File: config.mk
export PLATFORM = sky130hd
export DESIGN_NAME = output_port_demux
export DESIGN_NICKNAME = d
export VERILOG_FILES = /design/src/rtl/output_port_demux_pkg.sv /design/src/rtl/output_port_demux_small_fifo.sv /design/src/rtl/output_port_demux.sv
export SDC_FILE = /design/constraint.sdc
export NUM_CORES = 1
export LEC_CHECK = 0
export BUFFER_PORTS_ARGS = -buffer_cell sky130_fd_sc_hd__buf_2
export CELL_PAD_IN_SITES_DETAIL_PLACEMENT = 0
export CELL_PAD_IN_SITES_GLOBAL_PLACEMENT = 1
export CORE_ASPECT_RATIO = 0.6
export CORE_MARGIN = 3
export CORE_UTILIZATION = 48
export DETAILED_ROUTE_END_ITERATION = 16
export GPL_ROUTABILITY_DRIVEN = 0
export PLACE_DENSITY = 0.76
export SETUP_SLACK_MARGIN = 0.05
export SKIP_CTS_REPAIR_TIMING = 1
export SLEW_MARGIN = 20
export SYNTH_ARGS = -nofsm -noshare
export SYNTH_HDL_FRONTEND = slang
export SYNTH_SLANG_ARGS = --single-unit
File: constraint.sdc
create_clock -name clk -period 8.9 [get_ports clk]
set_clock_uncertainty 0.15 [all_clocks]
set_input_delay 0.89 -clock clk [delete_from_list [all_inputs] [get_ports clk]]
set_output_delay 0.89 -clock clk [all_outputs]
set_load 0.005 [all_outputs]
File: src/rtl/output_port_demux_pkg.sv
// output_port_demux_pkg: shared constants, state encoding and width helper for the output demux
package output_port_demux_pkg;
  localparam logic [7:0] IOQ_CTRL = 8'hFF;
  localparam int DST_LSB = 48;
  localparam int FIFO_DEPTH = 4;
  typedef enum logic [1:0] {IDLE = 2'd0, FWD = 2'd1, DROP = 2'd2} state_t;
  function automatic int log2(input int n);
    int r;
    r = 0;
    while ((1 << r) < n) r++;
    return r;
  endfunction
endpackage

File: src/rtl/output_port_demux_small_fifo.sv
// small_fifo: first-word-fall-through FIFO whose head word is visible before it is popped
module small_fifo #(
  parameter int WIDTH = 72,
  parameter int MAX_DEPTH_BITS = 3
) (
  input  logic             clk,
  input  logic             reset,
  input  logic [WIDTH-1:0] din,
  input  logic             wr_en,
  input  logic             rd_en,
  output logic [WIDTH-1:0] dout,
  output logic             nearly_full,
  output logic             empty
);
  localparam int DEPTH = 2 ** MAX_DEPTH_BITS;
  localparam logic [MAX_DEPTH_BITS:0] NEARLY = (MAX_DEPTH_BITS + 1)'(DEPTH - 1);
  logic [WIDTH-1:0] mem [DEPTH];
  logic [MAX_DEPTH_BITS-1:0] wr_ptr, rd_ptr;
  logic [MAX_DEPTH_BITS:0] depth;
  assign dout = mem[rd_ptr];
  assign empty = depth == '0;
  assign nearly_full = depth >= NEARLY;
  // storage is never reset; the pointers alone define which entries are valid
  always_ff @(posedge clk)
    if (wr_en) mem[wr_ptr] <= din;
  // pointer and occupancy bookkeeping
  always_ff @(posedge clk)
    if (reset) begin
      wr_ptr <= '0;
      rd_ptr <= '0;
      depth  <= '0;
    end else begin
      wr_ptr <= wr_ptr + MAX_DEPTH_BITS'(wr_en);
      rd_ptr <= rd_ptr + MAX_DEPTH_BITS'(rd_en);
      depth  <= depth + (MAX_DEPTH_BITS + 1)'(wr_en) - (MAX_DEPTH_BITS + 1)'(rd_en);
    end
endmodule

File: src/rtl/output_port_demux.sv
// output_port_demux: steers each buffered packet to the output queues selected by its IOQ header
module output_port_demux #(
  parameter int DATA_WIDTH = 64,
  parameter int CTRL_WIDTH = DATA_WIDTH / 8,
  parameter int NUM_QUEUES = 8,
  parameter logic [CTRL_WIDTH-1:0] IOQ_CTRL = output_port_demux_pkg::IOQ_CTRL,
  parameter int DST_LSB = output_port_demux_pkg::DST_LSB
) (
  input  logic                  clk,
  input  logic                  reset,
  input  logic [DATA_WIDTH-1:0] in_data,
  input  logic [CTRL_WIDTH-1:0] in_ctrl,
  input  logic                  in_wr,
  output logic                  in_rdy,
  output logic [DATA_WIDTH-1:0] out_data,
  output logic [CTRL_WIDTH-1:0] out_ctrl,
  output logic [NUM_QUEUES-1:0] out_wr,
  input  logic [NUM_QUEUES-1:0] out_rdy,
  output logic [31:0]           pkt_fwd_count,
  output logic [31:0]           pkt_drop_count
);
  import output_port_demux_pkg::*;
  localparam int W = DATA_WIDTH + CTRL_WIDTH;
  state_t state;
  logic [W-1:0] head;
  logic [DATA_WIDTH-1:0] head_data;
  logic [CTRL_WIDTH-1:0] head_ctrl;
  logic [NUM_QUEUES-1:0] dst_mask, dst_field;
  logic empty, nearly_full, prev_ctrl_zero, move, pop, eop, hdr_ok;
  assign {head_ctrl, head_data} = head;
  assign dst_field = head_data[DST_LSB +: NUM_QUEUES];
  assign hdr_ok = head_ctrl == IOQ_CTRL && dst_field != '0;
  assign move = state == FWD && !empty && (out_rdy & dst_mask) == dst_mask;
  assign pop = move || (state == DROP && !empty);
  assign eop = head_ctrl != '0 && prev_ctrl_zero;
  assign in_rdy = !nearly_full;
  small_fifo #(
    .WIDTH(W),
    .MAX_DEPTH_BITS(log2(FIFO_DEPTH))
  ) u_fifo (
    .clk(clk),
    .reset(reset),
    .din({in_ctrl, in_data}),
    .wr_en(in_wr),
    .rd_en(pop),
    .dout(head),
    .nearly_full(nearly_full),
    .empty(empty)
  );
  // packet FSM: inspect header in IDLE, then forward or discard words up to and including EOP
  always_ff @(posedge clk)
    if (reset) begin
      state          <= IDLE;
      dst_mask       <= '0;
      prev_ctrl_zero <= 1'b0;
      out_wr         <= '0;
      out_data       <= '0;
      out_ctrl       <= '0;
      pkt_fwd_count  <= '0;
      pkt_drop_count <= '0;
    end else begin
      out_data <= head_data;
      out_ctrl <= head_ctrl;
      out_wr   <= move ? dst_mask : '0;
      if (pop) prev_ctrl_zero <= eop ? 1'b0 : head_ctrl == '0;
      if (move && eop) pkt_fwd_count <= pkt_fwd_count + 32'd1;
      case (state)
        IDLE:
          if (!empty) begin
            if (hdr_ok) begin
              dst_mask <= dst_field;
              state    <= FWD;
            end else begin
              pkt_drop_count <= pkt_drop_count + 32'd1;
              state          <= DROP;
            end
          end
        FWD, DROP:
          if (pop && eop) state <= IDLE;
        default:
          state <= IDLE;
      endcase
    end
endmodule
# Word-level counts from Yosys, hierarchy flattened
# Memory sizes are Yosys's and may differ from the RTL's. A register that Yosys moved wholly into a read port is not among the register bits.
# Index checks and enable logic that the tools add are counted.
# word_totals
ff_bits	162
mem_bits_rw	288
in_bits	83
out_inout_bits	145
n_memories	1
# memory_table
memory	words	width	read_ports	rd_clocked_by_memory_dff	wr	line	source
u_fifo.mem	4	72	1	1	1	output_port_demux_small_fifo.sv:17	logic [WIDTH-1:0] mem [DEPTH];
# classes
n_addsub	6
magnitude_cmp	1
n_eq_ne	6
n_mux	8
n_bitwise	4
n_reduce_logical	20
# ops
operator	count
adder 32 x 1 -> 32 bit, second input constant	2
nonzero test 8 bit	2
AND 8 bit	1
equality test 8 bit	1
equality test 8 bit, second input constant	1
logical NOT 8 bit	1
two-way mux 2 bit	4
logical AND 1 bit	7
AND reduction 3 bit	2
adder 2 x 1 -> 2 bit	2
!= test 2 bit, second input constant	2
one-hot mux 2 bit (2 select lines)	1
OR reduction 2 bit	2
adder 3 x 1 -> 3 bit	1
>= comparator 3 x 2 -> 1 bit, second input constant	1
logical NOT 3 bit	1
two-way mux 1 bit	3
inverter 1 bit	3
subtractor 3 x 1 -> 3 bit	1
equality test 2 x 1 -> 1 bit, second input constant	1
equality test 2 bit, second input constant	1
logical NOT 1 bit	2
logical NOT 2 bit	1
AND reduction 2 bit	1
logical OR 1 bit	1

# Logic depth before layout (Yosys ltp)
# Gate-level depths: netlist (run 1).
# logic_depth
ltp_word	8
depth_mapped	14
depth_no_buf	12

# Hierarchy
# A second synthesis (run 1) with hierarchy kept.
# unflattened
cells_unflattened	1026
hier_area_um2	16831.1
# by_module_without_submodules
mod	n_inst	cells_each	area_each_um2	seq_area_each_um2
small_fifo	1	411	10810.4	8788.4
output_port_demux	1	615	6020.8	3103.0

# Worst setup path before layout (run 1)
# Ideal clock, no wire load.
# synth_timing
path_kind	input -> register
startpoint	in in_wr
endpoint	mem u_fifo.mem[0][0] (enable)
arrival_time_ps	6087
required_ps	8145
slack_ps	2058
stages	1
path_buffers	0
cell_sequence	nor3b_1
# synth_via
elab_chain_cells	2
# synth_lines
element	line	source
start: declaration	output_port_demux.sv:13	input logic in_wr,
two-way mux 1 bit	output_port_demux_small_fifo.sv:25	if (wr_en) mem[wr_ptr] <= din;
two-way mux 1 bit (not written as such)	output_port_demux_small_fifo.sv:25	
end: declaration	output_port_demux_small_fifo.sv:17	
# No other way between the ends.

==> impl_metrics.csv, run 1 <==
group,metric,value,unit
floorplan,coreArea,0.0340,sq mm
timing,setup_viol,0,
logic_synthesis,synth_top_area_cell,"edfxtp_1",
route,num_vias,9284,
layout,postLayoutCoreUtil,0.578,
logic_synthesis,synth_area_per_cell,16.0,sq um
setup_path,r2r-start,"u_fifo.rd_ptr[0]$_SDFF_PP0_",
route,routed_via_density,5.26,
logic_synthesis,synth_fp_nets,1134,
timing,fin_tns_setup,0,ns
layout,finalNetCount,1364,
setup_path,end_kind,"flip-flop",
logic_synthesis,yosys.area.top_type_share,0.519,
logic_synthesis,synthArstFlopShare,0,
global_routing,grt_pass1_vias,9057,
timing,finalWorstSetupSlack,5.23,ns
layout,instances_no_fill,1765,
setup_path,crit_start,"u_fifo.rd_ptr[0]$_SDFF_PP0_",
route,drtPass1Iterations,4,
floorplan,row_count,52,
power,power.leakage,6.82,nW
timing,drv_slew,0,
layout,final_cell_mix,"288 x edfxtp_1, 226 x buf_2, 160 x dfxtp_1, 77 x nor2b_1, 72 x mux4_2",
clocking,clock-root-buffer,"clkbuf_16",
timing,finalHoldViolations,0,
logic_synthesis,syn_inst,1040,
floorplan,ios,228,
setup_path,path_buf_inv,1,
setup_path,crit_slowest_cell,"dfxtp_4",
placed_design,dp_slack,5.20,ns
layout,area_delta_synth_final,17.8,%
logic_synthesis,yosysWarnings,0,
power,power_density,241,mW/mm^2
setup_path,ff2ff_setup_slack,5.23,ns
global_routing,grt_use_total,0.187,
floorplan,fp.dieW,246,microns
floorplan,die-area,0.0370,sq mm
setup_path,r2r_cells,7,
worst_hold_path,hold_class,"flip-flop to flip-flop",
status,status,"finished, final reports clean",
setup_path,crit_family,"simple AND/OR/NAND/NOR gates",
route,wire_per_inst,19.6,microns
clocking,clk_latency,0.54,ns
layout,fill_cells,2703,
setup_path,max_stage_delay,0.87,ns
floorplan,initial_core_util,0.490,
setup_path,critPathArrivalTime,3.89,ns
route,drc,0,
setup_path,critical_path_class,"flip-flop to flip-flop",
route,drtIter0Drc,571,
global_routing,antenna_found_initial,8,
timing,min_period_over_period,0.412,
setup_path,cp_max_fo,39,
run,cap_violations,0,
timing,min_period,3.67,ns
layout,drive_above_1_share,0.309,
logic_synthesis,yosys-top-cells-area,"edfxtp_1 52%, dfxtp_1 19%, mux4_2 9.7%",
clocking,clock-sinks,450,
clocking,h-tree-depth,2,
setup_path,crit_cells,7,
layout,multi_input_area,0.00449,sq mm
placed_design,port-buffer-count,227,
logic_synthesis,netlist_area,0.0167,sq mm
logic_synthesis,ys.flop_type,"edfxtp_1",
setup_path,r2r-end,"pkt_fwd_count[1]$_SDFFE_PP0P_",
placed_design,dp_hpwl,22100,microns
clocking,cts_buffers,41,
layout,layout_commonest_cell,"edfxtp_1",
timing,worst_pin_slew,1.07,ns
clocking,clock_path_buffers,3,
global_routing,grt_max_degree,81,
timing,fmax,273,MHz
route,ant_nets,0,
logic_synthesis,yosysSeqAreaShare,0.714,
layout,seq_area,0.0119,sq mm
floorplan,die_h,150,microns
logic_synthesis,yosysUniqueCellTypes,54,
setup_path,worst_ep_required_time,9.13,ns
timing,rsz0062_at_grt,"false",
setup_path,crit_chain,"mux4_2 -> or4_1 -> o21ai_2 -> buf_4 -> or2_1 -> mux2i_1 -> nor2_1",
global_routing,grt_pass1_wl,53200,microns
global_routing,grt_overflow_total,0,
timing,max-slew-margin-rel,0.284,
route,wl,34500,microns
clocking,clkTransAtPathRegs,0.06,ns
placed_design,placedCellCount,1686,
logic_synthesis,synth_edf_count,288,
setup_path,setup.worst_path.end,"pkt_fwd_count[1]$_SDFFE_PP0P_",
logic_synthesis,ys_seq_elements,450,
setup_path,cp-start-kind,"flip-flop",
power,vdd_drop_max,0.168,mV
clocking,cts_tree,"done",
[how the worst min path moves through the flow]
stage | start | end | slack [ns] | cells after the start
floorplan | dst_mask[6]$_SDFFE_PP0P_ | out_wr[6]$_SDFF_PP0_ | 0.30 | 2
global placement | dst_mask[5]$_SDFFE_PP0P_ | dst_mask[5]$_SDFFE_PP0P_ | 0.33 | 2
detailed placement | dst_mask[3]$_SDFFE_PP0P_ | dst_mask[3]$_SDFFE_PP0P_ | 0.33 | 2
CTS | dst_mask[3]$_SDFFE_PP0P_ | dst_mask[3]$_SDFFE_PP0P_ | 0.34 | 2
global route | dst_mask[3]$_SDFFE_PP0P_ | out_wr[3]$_SDFF_PP0_ | 0.36 | 1
finish | dst_mask[3]$_SDFFE_PP0P_ | dst_mask[3]$_SDFFE_PP0P_ | 0.34 | 2
[per-layer routing]
metal | up-vias | global-route usage | part of all wire
li1 | 4352 | - | -
met1 | 4606 | 0.276 | 0.46
met2 | 254 | 0.279 | 0.45
met3 | 62 | 0.0429 | 0.064
met4 | 10 | 0.0557 | 0.023
met5 | - | 0 | 0.0014
[cell type report]
type / count / share of cell area
flip-flops and latches: 450 / 0.606
clock buffers: 53 / 0.0572
diodes: 4 / 0.000510
inverters: 18 / 0.00344
clock inverters: 22 / 0.0119
well taps: 459 / 0.0293
multi-input cells: 521 / 0.229
repair buffers: 238 / 0.0624
[stage by stage]
stage          hold slack, ns  power (mW)  instance area [sq um]
5_1_grt                 0.362        4.96                  19600
3_3_place_gp            0.329        3.02                  18300
6_report                0.337        4.74                  19600
3_5_place_dp            0.333        3.03                  18300
4_1_cts                 0.343        4.81                  19600
2_1_floorplan           0.296        2.84                  16700
[synth_stat cells, drive strengths merged, types with 2 or more instances]
master  number
edfxtp     288
dfxtp      162
nor2b       77
mux4        72
nor2        68
xnor2       44
nand2       38
clkbuf      31
nand3       24
nor3        22
nor4        22
buf         20
a21oi       19
inv         18
o21ai       17
or3         15
nand4       11
ha          10
nand2b      10
and2         8
or2          7
xor2         7
o31ai        6
or4          6
nand3b       5
nor4b        5
and3         4
and4         4
nor3b        3
or4b         3
nand4b       2
[flip-flops by register name, indices dropped and copies added, names as in the netlist]
signal          count
pkt_fwd_count      32
state               2
prev_ctrl_zero      1
out_data           64
u_fifo.depth        3
u_fifo.wr_ptr       2
dst_mask            8
pkt_drop_count     32
u_fifo.mem        288
out_wr              8
u_fifo.rd_ptr       2
out_ctrl            8
[logic make-up (layout without fill, tap and decap cells)]
family | after synthesis | after routing | synth area share
simple gates | 335 | 335 | 0.115
other cells | 0 | 4 | 0
xor+xnor | 51 | 51 | 0.0268
compound gates | 50 | 50 | 0.0183
flops | 450 | 450 | 0.714
fa+ha+maj | 11 | 11 | 0.00872
mux | 74 | 74 | 0.0987
buf+inv | 69 | 331 | 0.0179
[where the power goes]
group / switching, mW / internal [mW]
sequential: 0.0783 / 2.35
clock: 0.757 / 1.02
combinational: 0.255 / 0.282
[tightest hold or removal path, delay by kind of cell, from the launching register on]
kind	cells	cell delay, ns
compound gates	1	0.05
flops	1	0.32
simple gates	1	0.07
(Power assumes the default switching activity.)
==> inputs of run 2 (changes only) <==
--- a/config.mk
+++ b/config.mk
@@ -10,10 +10,10 @@
 export CELL_PAD_IN_SITES_GLOBAL_PLACEMENT = 1
 export CORE_ASPECT_RATIO = 0.6
 export CORE_MARGIN = 3
-export CORE_UTILIZATION = 48
+export CORE_UTILIZATION = 43
 export DETAILED_ROUTE_END_ITERATION = 16
 export GPL_ROUTABILITY_DRIVEN = 0
-export PLACE_DENSITY = 0.76
+export PLACE_DENSITY = 0.72
 export SETUP_SLACK_MARGIN = 0.05
 export SKIP_CTS_REPAIR_TIMING = 1
 export SLEW_MARGIN = 20
==> constraint.sdc (replaced) <==
create_clock -name clk -period 3 [get_ports clk]
set_clock_uncertainty 0.15 [all_clocks]
set_input_delay 0.3 -clock clk [delete_from_list [all_inputs] [get_ports clk]]
set_output_delay 0.3 -clock clk [all_outputs]
set_load 0.005 [all_outputs]
==> impl_metrics.csv, run 2 (same netlist as run 1, synthesis figures left out) <==
group,metric,value,unit
global_routing,top_usage_layer,"met2",
route,wire_per_inst,19.2,microns
layout,postLayoutCoreUtil,0.551,
layout,instances_no_fill,1922,
status,status,"finished, final reports clean",
placed_design,placedCellCount,1762,
setup_path,crit_slowest_cell,"mux4_2",
placed_design,dp_hpwl,23700,microns
power,switching_share,0.230,
timing,setup_viol,0,
global_routing,grt_pass1_wl,56100,microns
layout,multi_input_area,0.00452,sq mm
timing,finalHoldViolations,0,
setup_path,cp-start-kind,"flip-flop",
setup_path,setup.worst_path.end,"pkt_fwd_count[1]$_SDFFE_PP0P_",
route,drc,0,
clocking,h-tree-depth,2,
floorplan,coreArea,0.0379,sq mm
timing,fin_tns_setup,0,ns
floorplan,die_h,158,microns
layout,fill_cells,3073,
timing,rsz0062_at_grt,"false",
power,power.leakage,7.36,nW
timing,min_period,2.84,ns
setup_path,r2r-start,"u_fifo.rd_ptr[0]$_SDFF_PP0_",
route,ant_nets,0,
timing,min_period_over_period,0.948,
route,num_vias,9708,
worst_hold_path,hold_class,"input port to flip-flop",
power,switchingPower,3.37,mW
layout,largest_register_ff_count,288,
setup_path,r2r-end,"pkt_fwd_count[1]$_SDFFE_PP0P_",
floorplan,initial_core_util,0.439,
timing,fmax,352,MHz
timing,max-slew-margin-rel,0.544,
floorplan,row_count,55,
clocking,clock_path_buffers,3,
global_routing,grt_overflow_total,0,
layout,layout_commonest_cell,"edfxtp_1",
setup_path,cp_max_fo,16,
layout,area_delta_synth_final,25.5,%
power,clkPwrFrac,0.381,
setup_path,worst_ep_required_time,3.29,ns
layout,final_cell_mix,"288 x edfxtp_1, 226 x buf_2, 160 x dfxtp_1, 77 x nor2b_1",
clocking,clock-sinks,450,
setup_path,end_kind,"flip-flop",
global_routing,use_met1,0.266,
setup_path,critical_path_class,"flip-flop to flip-flop",
floorplan,die-area,0.0412,sq mm
clocking,cts_buffers,43,
power,power_density,700,mW/mm^2
setup_path,cp_common_cell,"buf_4",
route,drtIter0Drc,680,
floorplan,ios,228,
power,combPwrFrac,0.132,
setup_path,crit_start,"u_fifo.rd_ptr[0]$_SDFF_PP0_",
route,routed_via_density,5.05,
global_routing,grt_pass1_vias,9440,
global_routing,grt_use_total,0.177,
route,wl,37000,microns
power,vdd_drop_max,0.358,mV
layout,top_regs,"u_fifo.mem: 288 flops, out_data: 64 flops",
timing,drv_slew,0,
power,pwr-share-seq,0.488,
run,cap_violations,0,
floorplan,fp.dieW,260,microns
setup_path,crit_chain,"buf_4 -> mux4_2 -> or4_1 -> o21ai_4 -> or2_1 -> buf_4 -> mux2i_1 -> nor2_1",
setup_path,max_stage_delay,0.53,ns
global_routing,grt_max_degree,73,
global_routing,antenna_found_initial,1,
clocking,clkTransAtPathRegs,0.07,ns
clocking,cts_tree,"done",
timing,worst_pin_slew,0.685,ns
placed_design,port-buffer-count,227,
clocking,clock-root-buffer,"clkbuf_16",
setup_path,r2r_cells,8,
setup_path,ff2ff_setup_slack,0.16,ns
layout,top_register,"u_fifo.mem",
global_routing,grt_use_met2,0.267,
route,drtPass1Iterations,5,
layout,finalNetCount,1468,
setup_path,critPathArrivalTime,3.14,ns
layout,seq_area,0.0119,sq mm
global_routing,grtUsageMet3,0.0340,
power,p_int,11.3,mW
layout,drive_above_1_share,0.308,
clocking,clk_latency,0.55,ns
==> run 2: worst min path at each step <==
stage                                  start  cells after the start  slack [ns]                          end
global route                           in_wr                      3        0.09   u_fifo.depth[0]$_SDFF_PP0_
detailed placement  dst_mask[1]$_SDFFE_PP0P_                      2        0.32         out_wr[1]$_SDFF_PP0_
floorplan                         in_data[0]                      0        0.25   u_fifo.mem[0][0]$_DFFE_PP_
CTS                              in_data[47]                      1       -0.22  u_fifo.mem[0][47]$_DFFE_PP_
global placement    dst_mask[1]$_SDFFE_PP0P_                      2        0.32         out_wr[1]$_SDFF_PP0_
finish                                 in_wr                      3        0.05  u_fifo.wr_ptr[0]$_SDFF_PP0_
==> run 2: power groups by stage <==
| stage | Combinational (mW) | Clock, mW | Sequential (mW) |
|---|---|---|---|
| floorplan | 1.17 | 0 | 7.23 |
| global placement | 1.79 | 0 | 7.26 |
| detailed placement | 1.80 | 0 | 7.27 |
| CTS | 1.81 | 5.71 | 7.14 |
| global route | 2.12 | 5.96 | 7.16 |
| finish | 1.93 | 5.56 | 7.13 |
==> run 2: worst max-delay path: cells and delay by family, from the launching register on <==
family / cells / cell delay (ns)
buf+inv: 2 / 0.37
flops: 1 / 0.46
simple gates: 3 / 0.71
mux: 2 / 0.74
compound gates: 1 / 0.31
==> run 2: cell type report <==
class	instances	area share
sequential	450	0.570
clock buffer	60	0.0574
antenna	1	0.000120
multi-input combinational	521	0.217
tap	513	0.0307
inverter	18	0.00323
timing repair buffer	340	0.110
clock inverter	19	0.0125
==> run 2: metrics by stage <==
stage,power (mW),worst slack (ns),hold slack [ns],instance area (sq um)
global route,15.2,0.0421,0.0863,20900
CTS,14.7,0.0247,-0.221,20100
finish,14.6,0.157,0.0476,20900
floorplan,8.40,0.0614,0.249,16700
detailed placement,9.07,0.0512,0.322,18600
global placement,9.06,0.0268,0.317,18600
==> run 2: routing by layer <==
layer | wire length [microns] | vias to the layer above | part of all wire
met1 | 17800 | 4873 | 0.48
met4 | 610 | 0 | 0.017
met5 | 0 | - | 0
li1 | - | 4564 | -
met2 | 16800 | 219 | 0.45
met3 | 1780 | 52 | 0.048
